File: config.mk
export PLATFORM = sky130hd
export DESIGN_NAME = hls_deadlock_axis_monitor_param
export DESIGN_NICKNAME = d
export VERILOG_FILES = /design/src/rtl/hls_deadlock_axis_monitor_param.sv
export SDC_FILE = /design/constraint.sdc
export NUM_CORES = 1
export LEC_CHECK = 0
export BUFFER_PORTS_ARGS = -buffer_cell sky130_fd_sc_hd__clkbuf_2
export CAP_MARGIN = 20
export CORE_ASPECT_RATIO = 0.8
export CORE_MARGIN = 5
export CORE_UTILIZATION = 45
export CTS_CLUSTER_DIAMETER = 80
export DETAILED_ROUTE_END_ITERATION = 10
export GPL_TIMING_DRIVEN = 0
export PLACE_DENSITY = 0.75
export SLEW_MARGIN = 20
export SYNTH_ARGS = -nofsm -noshare
export SYNTH_HDL_FRONTEND = slang
export SYNTH_SLANG_ARGS = --single-unit
File: constraint.sdc
create_clock -name clock_i -period 3.5 [get_ports clock_i]
set_input_delay 0.35 -clock clock_i [delete_from_list [all_inputs] [get_ports clock_i]]
set_output_delay 0.35 -clock clock_i [all_outputs]
set_load 0.03 [all_outputs]
File: src/rtl/hls_deadlock_axis_monitor_param.sv
// Per-level deadlock monitor for an HLS dataflow region. A persistence filter turns the
// raw stall term into a block declaration, with optional sticky latch, first-channel capture and event count.
//
// state      | meaning
// -----------+-----------------------------------------------------------
// ST_IDLE    | no raw block seen on the previous edge
// ST_SUSPECT | raw block seen for pcnt consecutive edges, below THRESH
// ST_BLOCKED | deadlock declared, raw still high
// ST_LATCHED | deadlock declared, raw has dropped; held until clear/reset
module hls_deadlock_axis_monitor_param #(
    parameter int unsigned       N_AXIS    = 3,
    parameter int unsigned       N_INST    = 2,
    parameter logic [N_AXIS-1:0] SELF_MASK = N_AXIS'(1),
    parameter bit                USE_INST  = 1'b0,
    parameter int unsigned       THRESH    = 1,
    parameter bit                STICKY    = 1'b0,
    parameter int unsigned       CNT_W     = 8,
    localparam int unsigned      AW        = (N_AXIS > 1) ? $clog2(N_AXIS) : 1
) (
    input  logic                       clock_i,
    input  logic                       reset_ni,
    input  logic [N_AXIS-1:0]          axis_block_sigs_i,
    input  logic [N_INST-1:0]          inst_idle_sigs_i,
    input  logic [N_INST-1:0]          inst_block_sigs_i,
    input  logic                       sub_block_in_i,
    input  logic                       clear_i,
    output logic [N_AXIS*N_AXIS-1:0]   axis_block_info_o,
    output logic                       block_o,
    output logic                       first_valid_o,
    output logic [AW-1:0]              first_axis_o,
    output logic [CNT_W-1:0]           block_events_o
);

    typedef enum logic [1:0] {
        ST_IDLE    = 2'd0,
        ST_SUSPECT = 2'd1,
        ST_BLOCKED = 2'd2,
        ST_LATCHED = 2'd3
    } state_e;

    localparam int unsigned   PW        = (THRESH > 1) ? $clog2(THRESH) : 1;
    localparam logic [PW-1:0] PCNT_LAST = PW'(THRESH - 1);

    state_e                      state_q, state_d;
    logic [PW-1:0]               pcnt_q, pcnt_d;
    logic [N_AXIS*N_AXIS-1:0]    info_q, info_d;
    logic                        first_valid_q;
    logic [AW-1:0]               first_axis_q, first_axis_d;
    logic [CNT_W-1:0]            events_q;
    logic                        raw;
    logic                        block_w;
    logic                        enter_blk;
    logic                        to_idle;

    // Child-level channels only count when the child monitor itself reports a block.
    always_comb begin
        raw = |(axis_block_sigs_i & SELF_MASK);
        raw = raw | (sub_block_in_i & |(axis_block_sigs_i & ~SELF_MASK));
        if (USE_INST) begin
            raw = raw | (|inst_block_sigs_i & ~&inst_idle_sigs_i);
        end
    end

    always_comb begin
        info_d = '0;
        for (int i = 0; i < N_AXIS; i++) begin
            if (axis_block_sigs_i[i]) begin
                info_d[i*N_AXIS +: N_AXIS] = ~(N_AXIS'(1) << i);
            end
        end
    end

    always_comb begin
        first_axis_d = '0;
        for (int i = N_AXIS - 1; i >= 0; i--) begin
            if (axis_block_sigs_i[i]) begin
                first_axis_d = AW'(i);
            end
        end
    end

    always_ff @(posedge clock_i or negedge reset_ni) begin
        if (!reset_ni) begin
            state_q <= ST_IDLE;
            pcnt_q  <= '0;
        end else begin
            state_q <= state_d;
            pcnt_q  <= pcnt_d;
        end
    end

    always_comb begin
        state_d = state_q;
        pcnt_d  = pcnt_q;
        if (clear_i) begin
            state_d = ST_IDLE;
            pcnt_d  = '0;
        end else begin
            case (state_q)
                ST_IDLE: begin
                    if (raw) begin
                        if (THRESH == 1) begin
                            state_d = ST_BLOCKED;
                            pcnt_d  = '0;
                        end else begin
                            state_d = ST_SUSPECT;
                            pcnt_d  = PW'(1);
                        end
                    end
                end
                ST_SUSPECT: begin
                    if (!raw) begin
                        state_d = ST_IDLE;
                        pcnt_d  = '0;
                    end else if (pcnt_q == PCNT_LAST) begin
                        state_d = ST_BLOCKED;
                        pcnt_d  = '0;
                    end else begin
                        pcnt_d = pcnt_q + PW'(1);
                    end
                end
                ST_BLOCKED: begin
                    if (!raw) begin
                        state_d = STICKY ? ST_LATCHED : ST_IDLE;
                        pcnt_d  = '0;
                    end
                end
                ST_LATCHED: begin
                    state_d = ST_LATCHED;
                end
                default: begin
                    state_d = ST_IDLE;
                    pcnt_d  = '0;
                end
            endcase
        end
    end

    always_comb begin
        block_w   = (state_q == ST_BLOCKED) || (state_q == ST_LATCHED);
        enter_blk = (state_d == ST_BLOCKED) && (state_q != ST_BLOCKED);
        to_idle   = (state_d == ST_IDLE);
    end

    always_ff @(posedge clock_i or negedge reset_ni) begin
        if (!reset_ni) begin
            info_q        <= '0;
            first_valid_q <= 1'b0;
            first_axis_q  <= '0;
            events_q      <= '0;
        end else if (clear_i) begin
            info_q        <= '0;
            first_valid_q <= 1'b0;
            first_axis_q  <= '0;
            events_q      <= '0;
        end else begin
            // A sticky monitor keeps the snapshot taken at declaration.
            if (!(STICKY && block_w)) begin
                info_q <= info_d;
            end
            if (enter_blk) begin
                first_valid_q <= |axis_block_sigs_i;
                first_axis_q  <= first_axis_d;
                if (!(&events_q)) begin
                    events_q <= events_q + CNT_W'(1);
                end
            end else if (to_idle) begin
                first_valid_q <= 1'b0;
                first_axis_q  <= '0;
            end
        end
    end

    assign block_o           = block_w;
    assign axis_block_info_o = block_w ? info_q : '0;
    assign first_valid_o     = first_valid_q;
    assign first_axis_o      = first_axis_q;
    assign block_events_o    = events_q;

endmodule

### Word level (Yosys, flattened, before mapping)

Cells that the tools add are included.

| operators by class | value |
|---|---|
| mux-type cells | 29 |
| eq/ne operators | 8 |
| add/subtract/negate cells | 2 |
| bitwise gates (word level) | 2 |
| reductions and logical operators | 12 |

Operators by type and width:

| kind | count |
|---|---|
| two-way mux 2 bit | 12 |
| two-way mux 8 bit | 3 |
| two-way mux 9 bit | 2 |
| adder 8 x 1 -> 8 bit, second input constant | 1 |
| two-way mux 1 bit | 8 |
| one-hot mux 2 bit (4 select lines) | 1 |
| AND reduction 8 bit | 1 |
| equality test 2 bit, second input constant | 3 |
| two-way mux 3 bit | 2 |
| inequality test 3 bit, second input constant | 2 |
| logical NOT 2 bit | 2 |
| inequality test 2 bit, second input constant | 2 |
| nonzero test 4 bit | 1 |
| one-hot mux 1 bit (3 select lines) | 1 |
| AND reduction 3 bit | 1 |
| nonzero test 3 bit | 1 |
| OR reduction 3 bit | 1 |
| equality test 2 x 1 -> 1 bit, second input constant | 1 |
| AND reduction 2 bit | 1 |
| nonzero test 2 bit | 1 |
| OR reduction 2 bit | 1 |
| adder 1 bit, second input constant | 1 |
| bitwise AND 1 bit | 1 |
| logical AND 1 bit | 1 |
| 2 further kinds | 2 |

| storage, ports and cells | value |
|---|---|
| output and inout port bits | 21 |
| bits in registers | 23 |
| word-level logic and storage cells | 59 |

### Depth between registers and ports, before layout

Gate-level depths: netlist of run 1.

| logic depth | value |
|---|---|
| depth after elaboration | 10 |
| depth in mapped cells | 5 |
| depth with buffers taken out | 5 |

### Worst setup path before layout of run 1

OpenSTA, ideal clock, no wires.

| timing | value |
|---|---|
| path type | reg-to-reg |
| start point | register events_q[0], in the netlist block_events_o[0] |
| end point | register events_q[3], in the netlist block_events_o[3] |
| path slack | 1.982 ns |
| setup time | 0.140 ns |
| required time | 3.360 ns |
| path buffers | 0 |
| clock period less this slack | 1.518 ns |
| cell stages (with the launch flop) | 6 |
| arrival time | 1.378 ns |
| cell sequence | dfrtp_1 -> ha_1 -> nand4_1 -> nor2_2 -> o311ai_0 -> o41ai_1 |

| on the way | value |
|---|---|
| cells in the longest elaborated chain, start to end | 4 |
| elaborated cells on any way between the ends | 7 |
| those cells by class | add/sub (1); eq/ne (1); mux (3); reduce/logical (2) |

Ends and longest elaborated chain:

| what | line | text |
|---|---|---|
| start, declared | 49 | `logic [CNT_W-1:0] events_q;` |
| start signal, assigned | 165 | `events_q <= events_q + CNT_W'(1);` |
| adder 8 x 1 -> 8 bit | 165 |  |
| two-way mux 8 bit | 164 | `if (!(&events_q)) begin` |
| two-way mux 8 bit | 161 | `if (enter_blk) begin` |
| two-way mux 8 bit | 151 | `end else if (clear_i) begin` |

Several ways; a longest one is shown, not always the timed one. The select of a mux whose other input is x is not followed.
A chain may end at the register's enable or synchronous reset.

### Final worst setup path of run 1

| timing | value |
|---|---|
| start point | register state_q[1] |
| end point | output port axis_block_info_o[7] |

| on the way | value |
|---|---|
| cells in the longest elaborated chain, start to end | 3 |
| elaborated cells on any way between the ends | 4 |
| those cells by class | eq/ne (2); mux (1); reduce/logical (1) |

Ends and longest elaborated chain:

| what | line | text |
|---|---|---|
| start, declared | 44 | `state_e state_q, state_d;` |
| start signal, assigned | 87 | `state_q <= state_d;` |
| equality test 2 bit | 140 | `block_w = (state_q == ST_BLOCKED) \|\| (state_q == ST_LATCHED);` |
| logical OR 1 bit * | 140 |  |
| two-way mux 9 bit * | 175 | `assign axis_block_info_o = block_w ? info_q : '0;` |
| end, declared | 27 | `output logic [N_AXIS*N_AXIS-1:0] axis_block_info_o,` |

Every way passes the cells marked *; elsewhere a longest branch is shown, timed or not.

==> impl_metrics.json, run 1 <==
{
  "grt_use_met1_pct": 14.9,
  "regToRegEndpoint": "block_events_o[4]",
  "track_usage_pct": 13.6,
  "endpoint_kind": "output pin",
  "detail_route.wl_per_cell_um": 13.1,
  "antenna_cells_inserted": 0,
  "cts-buffers-inserted": 3,
  "setup_total_negative_slack_ns": 0,
  "numPortBuffers": 24,
  "die_h_um": 48.4,
  "cts_tree": "built",
  "leading_cell_type_in_the_layout_fill_and_taps_excluded": "sky130_fd_sc_hd__clkbuf_2",
  "finalClockSkew_ns": 0.000394,
  "seq_area_frac_synth_pct": 48.3,
  "worstSkewPairLatency_ns": 0.28,
  "setup_viol": 0,
  "synth-warning-count": 0,
  "worstHoldEndpoint": "info_q[6]",
  "timing.final.crit_share_pct": 51.1,
  "area_delta_synth_final_pct": 22.6,
  "synthCells": 83,
  "clock_sink_count": 16,
  "core_region_area_mm2": 0.00169,
  "drt.antenna.violating_nets": 0,
  "cts_max_path_buffers": 2,
  "most_used_layer_global_route": "met2",
  "power_leakage_uw": 0.000505,
  "rsz0062_at_grt": "false",
  "synth-seq-cells": 16,
  "timing.critical_path.required_ns": 3.15,
  "r2r-start": "block_events_o[0]",
  "syn_area_um2": 830,
  "final.min_clock_period_ns": 1.79,
  "global_route_wire_length_before_repair_mm": 2.89,
  "place_hpwl_mm": 1.29,
  "dp.cells": 131,
  "cts.htree.levels": 1,
  "instances_no_fill": 135,
  "final_max_slew_viol_count": 0,
  "dpl_worst_slack_ns": 2.00,
  "timing.critical_path.slowest_stage_cell": "sky130_fd_sc_hd__dfrtp_1",
  "library_cells_used_by_synthesis": 31,
  "cell_internal_pwr_uw": 249,
  "routed-via-count": 719,
  "min-delay-start": "axis_block_sigs_i[2]",
  "drt_pass_1_iters": 4,
  "drv_cap": 0,
  "post-route-util_pct": 60.1,
  "vdd.ir_drop.worst_mv": 0.227,
  "timing.critical_path.slowest_cell_delay_ns": 0.35,
  "antenna_found_initial": 0,
  "worstPathArrival_ns": 1.44,
  "timing.critical_path.cells": "clkbuf_1 > and2_1 > buf_4 > clkbuf_2",
  "worstSetupStartpointType": "register",
  "layout.cells.most_common_list": "24 x sky130_fd_sc_hd__clkbuf_2, 16 x sky130_fd_sc_hd__dfrtp_1, 7 x sky130_fd_sc_hd__buf_4, 7 x sky130_fd_sc_hd__a21oi_1, 6 x sky130_fd_sc_hd__nor2_1",
  "drc_violations": 0,
  "vias_per_cell": 5.33,
  "worst-setup-path-type": "register to output pin",
  "final_critical_path_setup_slack_ns": 1.71,
  "proportion_of_layout_cells_with_a_drive_suffix_above_1_pct": 37.2,
  "outcome": "finished clean",
  "place_congestion": 0.809,
  "first_global_vias": 687,
  "dieArea_mm2": 0.00281,
  "start_util_pct": 49.0,
  "power.switching_fraction_pct": 27.5,
  "die_x_um": 58.0,
  "resized_after_cts": 0,
  "power_density_mw_per_mm2": 338,
  "count_of_cells_along_the_worst_register_to_register_path": 5,
  "critical_path.max_fanout": 10,
  "detailedRoute.firstIterationViolations": 8,
  "share_comb_of_total_power_pct": 17.1,
  "p_seq_share_pct": 56.0,
  "layout_fillers": 151,
  "cts.clk_slew.worst_paths_ns": 0.08,
  "syn-mean-instance-area_um2": 9.99,
  "hold-path-cell-count": 2,
  "top_level_ports": 32,
  "root_buffer": "sky130_fd_sc_hd__clkbuf_4",
  "hold_class": "primary input to register",
  "fmaxAchievable_ghz": 0.559,
  "post_cts_setup_buffers": 0,
  "gr-usage-met2_pct": 21.6,
  "power_frac_clock_pct": 26.9,
  "regToRegSetupSlack_ns": 1.99,
  "netSwitchingPower_uw": 94.5,
  "placement_rows": 13,
  "maximum_number_of_pins_on_one_net_before_global_route_repair": 17,
  "seq_area_um2": 400,
  "grt_remaining_overflow": 0,
  "finalHoldViolations": 0,
  "multiInputGateArea_um2": 365,
  "routed_wirelength_mm": 1.77,
  "grt.met3_usage_pct": 6.61,
  "num-nets-final": 127
}
[synthesized netlist by cell type]
library cell / number / area, um^2
sky130_fd_sc_hd__nor4b_1: 1 / 8.76
sky130_fd_sc_hd__o21a_2: 2 / 17.5
sky130_fd_sc_hd__buf_4: 7 / 52.6
sky130_fd_sc_hd__nand4_1: 1 / 6.26
sky130_fd_sc_hd__o311ai_0: 3 / 26.3
sky130_fd_sc_hd__or3_1: 1 / 6.26
sky130_fd_sc_hd__nand3_1: 4 / 20.0
sky130_fd_sc_hd__and3_1: 1 / 6.26
sky130_fd_sc_hd__inv_1: 3 / 11.3
sky130_fd_sc_hd__conb_1: 1 / 3.75
sky130_fd_sc_hd__nor3_2: 2 / 20.0
sky130_fd_sc_hd__o21ai_2: 1 / 8.76
sky130_fd_sc_hd__o31ai_1: 1 / 7.51
sky130_fd_sc_hd__and4b_1: 1 / 10.0
sky130_fd_sc_hd__nand3b_1: 1 / 7.51
sky130_fd_sc_hd__ha_1: 1 / 12.5
sky130_fd_sc_hd__dfrtp_1: 16 / 400
sky130_fd_sc_hd__nor2b_1: 4 / 25.0
sky130_fd_sc_hd__clkbuf_1: 2 / 7.51
sky130_fd_sc_hd__and2_1: 3 / 18.8
sky130_fd_sc_hd__mux2_1: 1 / 11.3
sky130_fd_sc_hd__o41ai_1: 2 / 17.5
sky130_fd_sc_hd__o21ai_0: 3 / 15.0
sky130_fd_sc_hd__nor3b_1: 1 / 7.51
sky130_fd_sc_hd__a21oi_1: 7 / 35.0
sky130_fd_sc_hd__a21oi_2: 1 / 8.76
sky130_fd_sc_hd__nor2_2: 1 / 6.26
sky130_fd_sc_hd__nor2_1: 6 / 22.5
sky130_fd_sc_hd__and4_1: 1 / 8.76
sky130_fd_sc_hd__nor2b_2: 1 / 8.76
sky130_fd_sc_hd__nand2_1: 3 / 11.3
[layer usage]
layer,share of wire [%],vias to the layer above
li1,-,351
met5,0,-
met1,41,336
met2,48,27
met3,9.8,5
met4,1.5,0
[registers in the layout, summed over array words and instances (netlist names)]
register	cells
state_q	2
info_q	3
block_events_o	8
first_axis_o	2
first_valid_o	1
[worst max-delay path: cells and delay by family, from the launching register on]
| family | cells | cell delay, ns |
|---|---|---|
| AND/OR/NAND/NOR | 1 | 0.21 |
| buffers and inverters | 3 | 0.59 |
| flip-flops | 1 | 0.35 |
[final cells by class]
cell class / instances / area share [%]
sequential: 16 / 39.4
multi-input combinational: 57 / 35.9
timing repair buffer: 25 / 12.8
buffer: 9 / 5.90
tap: 22 / 2.71
clock buffer: 3 / 2.21
inverter: 3 / 1.11
[worst max-delay path by stage]
stage	cells after the start	to	startpoint
floorplan	5	block_events_o[3]	block_events_o[0]
global placement	4	axis_block_info_o[5]	state_q[1]
detailed placement	4	axis_block_info_o[7]	state_q[1]
CTS	4	axis_block_info_o[7]	state_q[1]
global route	4	axis_block_info_o[7]	state_q[1]
finish	4	axis_block_info_o[7]	state_q[1]
[what timing repair did]
item | CTS | global route
setup endpoints to repair | 0 | 0
hold buffers | 1 | 0
endpoints found under the hold margin | 16 | 0
[power groups by stage]
stage	combinational [uW]	sequential (uW)	clock (uW)
detailed placement	58.1	197	0
finish	58.7	193	92.5
global placement	57.3	196	0
global route	64.4	194	106
floorplan	34.2	202	0
CTS	59.2	193	95.3
[cells by family after synthesis]
family,synth area share [%]
AOI/OAI and AO/OA,16.4
adders and majority gates,1.51
buffers and inverters,8.60
DFF,48.3
muxes,1.36
other,0.452
and+or+nand+nor,23.4
[through the flow]
step                cell area (um^2)  power (uW)  hold WS, ns
finish                          1020         344        0.315
global route                    1020         364        0.305
CTS                             1020         347        0.311
detailed placement               985         255        0.291
global placement                 985         253        0.293
floorplan                        837         236       0.0544
(Power assumes the default switching activity.)
==> run 2: changes to the inputs <==
==> constraint.sdc (replaced) <==
create_clock -name clock_i -period 1.7 [get_ports clock_i]
set_input_delay 0.17 -clock clock_i [delete_from_list [all_inputs] [get_ports clock_i]]
set_output_delay 0.17 -clock clock_i [all_outputs]
set_load 0.03 [all_outputs]
==> impl_metrics.json, run 2 (synthesis results as in run 1) <==
{
  "finalHoldViolations": 0,
  "final_max_slew_viol_count": 0,
  "maximum_number_of_pins_on_one_net_before_global_route_repair": 17,
  "power.switching_fraction_pct": 27.5,
  "start_util_pct": 49.0,
  "root_buffer": "sky130_fd_sc_hd__clkbuf_4",
  "place_hpwl_mm": 1.29,
  "power_density_mw_per_mm2": 696,
  "num-nets-final": 127,
  "first_global_vias": 687,
  "detailedRoute.firstIterationViolations": 12,
  "die_h_um": 48.4,
  "area_delta_synth_final_pct": 22.8,
  "layout.cells.most_common_list": "25 x sky130_fd_sc_hd__clkbuf_2, 16 x sky130_fd_sc_hd__dfrtp_1, 7 x sky130_fd_sc_hd__buf_4, 7 x sky130_fd_sc_hd__a21oi_1, 6 x sky130_fd_sc_hd__nor2_1",
  "holdWs_ns": 0.135,
  "final.min_clock_period_ns": 1.52,
  "power_leakage_uw": 0.000508,
  "detail_route.wl_per_cell_um": 12.9,
  "die_x_um": 58.0,
  "endpoint_kind": "register",
  "vdd.ir_drop.worst_mv": 0.468,
  "final_critical_path_setup_slack_ns": 0.184,
  "clock_sink_count": 16,
  "finalClockSkew_ns": 0.000394,
  "fmaxAchievable_ghz": 0.659,
  "leading_cell_type_in_the_layout_fill_and_taps_excluded": "sky130_fd_sc_hd__clkbuf_2",
  "post-route-util_pct": 60.2,
  "worst-setup-path-type": "register to register",
  "power_frac_clock_pct": 26.9,
  "cts.clk_slew.worst_paths_ns": 0.08,
  "dpl_worst_slack_ns": 0.212,
  "placement_rows": 13,
  "dieArea_mm2": 0.00281,
  "global_route_wire_length_before_repair_mm": 2.89,
  "worstSkewPairLatency_ns": 0.28,
  "worstPathArrival_ns": 1.67,
  "top_level_ports": 32,
  "finalPower_uw": 709,
  "cts-buffers-inserted": 3,
  "max_ffs_per_register": 8,
  "critical_path.max_fanout": 9,
  "numPortBuffers": 24,
  "vias_per_cell": 5.24,
  "setup_total_negative_slack_ns": 0,
  "outcome": "finished clean",
  "grt_remaining_overflow": 0,
  "timing.critical_path.required_ns": 1.85,
  "rsz0062_at_grt": "false",
  "drv_cap": 0,
  "antenna_cells_inserted": 0,
  "drc_violations": 0,
  "place_congestion": 0.809,
  "share_comb_of_total_power_pct": 17.1,
  "cts_tree": "built",
  "timing.final.crit_share_pct": 89.2,
  "drt.antenna.violating_nets": 0,
  "drt_pass_1_iters": 4,
  "hold_class": "primary input to register",
  "routed_wirelength_mm": 1.75,
  "cell_internal_pwr_uw": 514,
  "cts.htree.levels": 1,
  "routed-via-count": 708,
  "netSwitchingPower_uw": 195,
  "p_seq_share_pct": 56.0,
  "track_usage_pct": 13.6,
  "post_cts_setup_buffers": 0,
  "antenna_found_initial": 0,
  "proportion_of_layout_cells_with_a_drive_suffix_above_1_pct": 38.1,
  "core_region_area_mm2": 0.00169,
  "setup_viol": 0,
  "worstSetupStartpointType": "register",
  "cts_max_path_buffers": 2
}
[run 2: cell type report]
class,count,area [um^2]
inverters,3,11.3
plain buffers,9,61.3
well taps,22,27.5
repair buffers,25,130
multi-input cells,57,365
clock buffers,3,22.5
fillers,153,673
flip-flops and latches,16,400
[run 2: routing by layer]
metal / up-vias / global-route usage (%) / wire (um)
met2: 25 / 21.6 / 837
met1: 330 / 14.9 / 721
met3: 5 / 6.61 / 163
li1: 348 / - / -
met5: - / 0 / 0
met4: 0 / 6.56 / 26
[run 2: final timing paths]
kind	start	to	slack (ns)	depth (start not counted)
worst max-delay path	block_events_o[0]	block_events_o[4]	0.18	5
worst min-delay path	axis_block_sigs_i[2]	info_q[6]	0.13	2
worst max register to register	block_events_o[0]	block_events_o[4]	0.18	5
worst min register to register	first_axis_o[0]	first_axis_o[0]	0.53	2
max in group asynchronous	reset_ni	info_q[5]	1.10	2
min in group asynchronous	reset_ni	first_axis_o[0]	0.33	2
[run 2: repair_timing]
action / CTS / global route
hold buffers: 1 / 0
resized for setup: 0 / 2
hold endpoints to repair: 16 / 0
setup endpoints to repair: 0 / 3
[run 2: power groups by stage]
stage	Clock, uW	Sequential, uW	Combinational, uW
floorplan	0	415	70.5
global placement	0	404	118
detailed placement	0	405	120
CTS	196	397	122
global route	218	399	133
finish	191	397	121
[run 2: worst max-delay path, stage by stage (launching register included)]
cell and delay (ns):
sky130_fd_sc_hd__dfrtp_1 0.42, sky130_fd_sc_hd__ha_1 0.26, sky130_fd_sc_hd__nand4_1 0.14, sky130_fd_sc_hd__nor2_2 0.10, sky130_fd_sc_hd__o311ai_0 0.32, sky130_fd_sc_hd__o41ai_1 0.14
[run 2: metrics by stage]
step,cells,area [um^2]
floorplan,85,837
global placement,131,985
detailed placement,131,985
CTS,135,1020
global route,135,1020
finish,135,1020
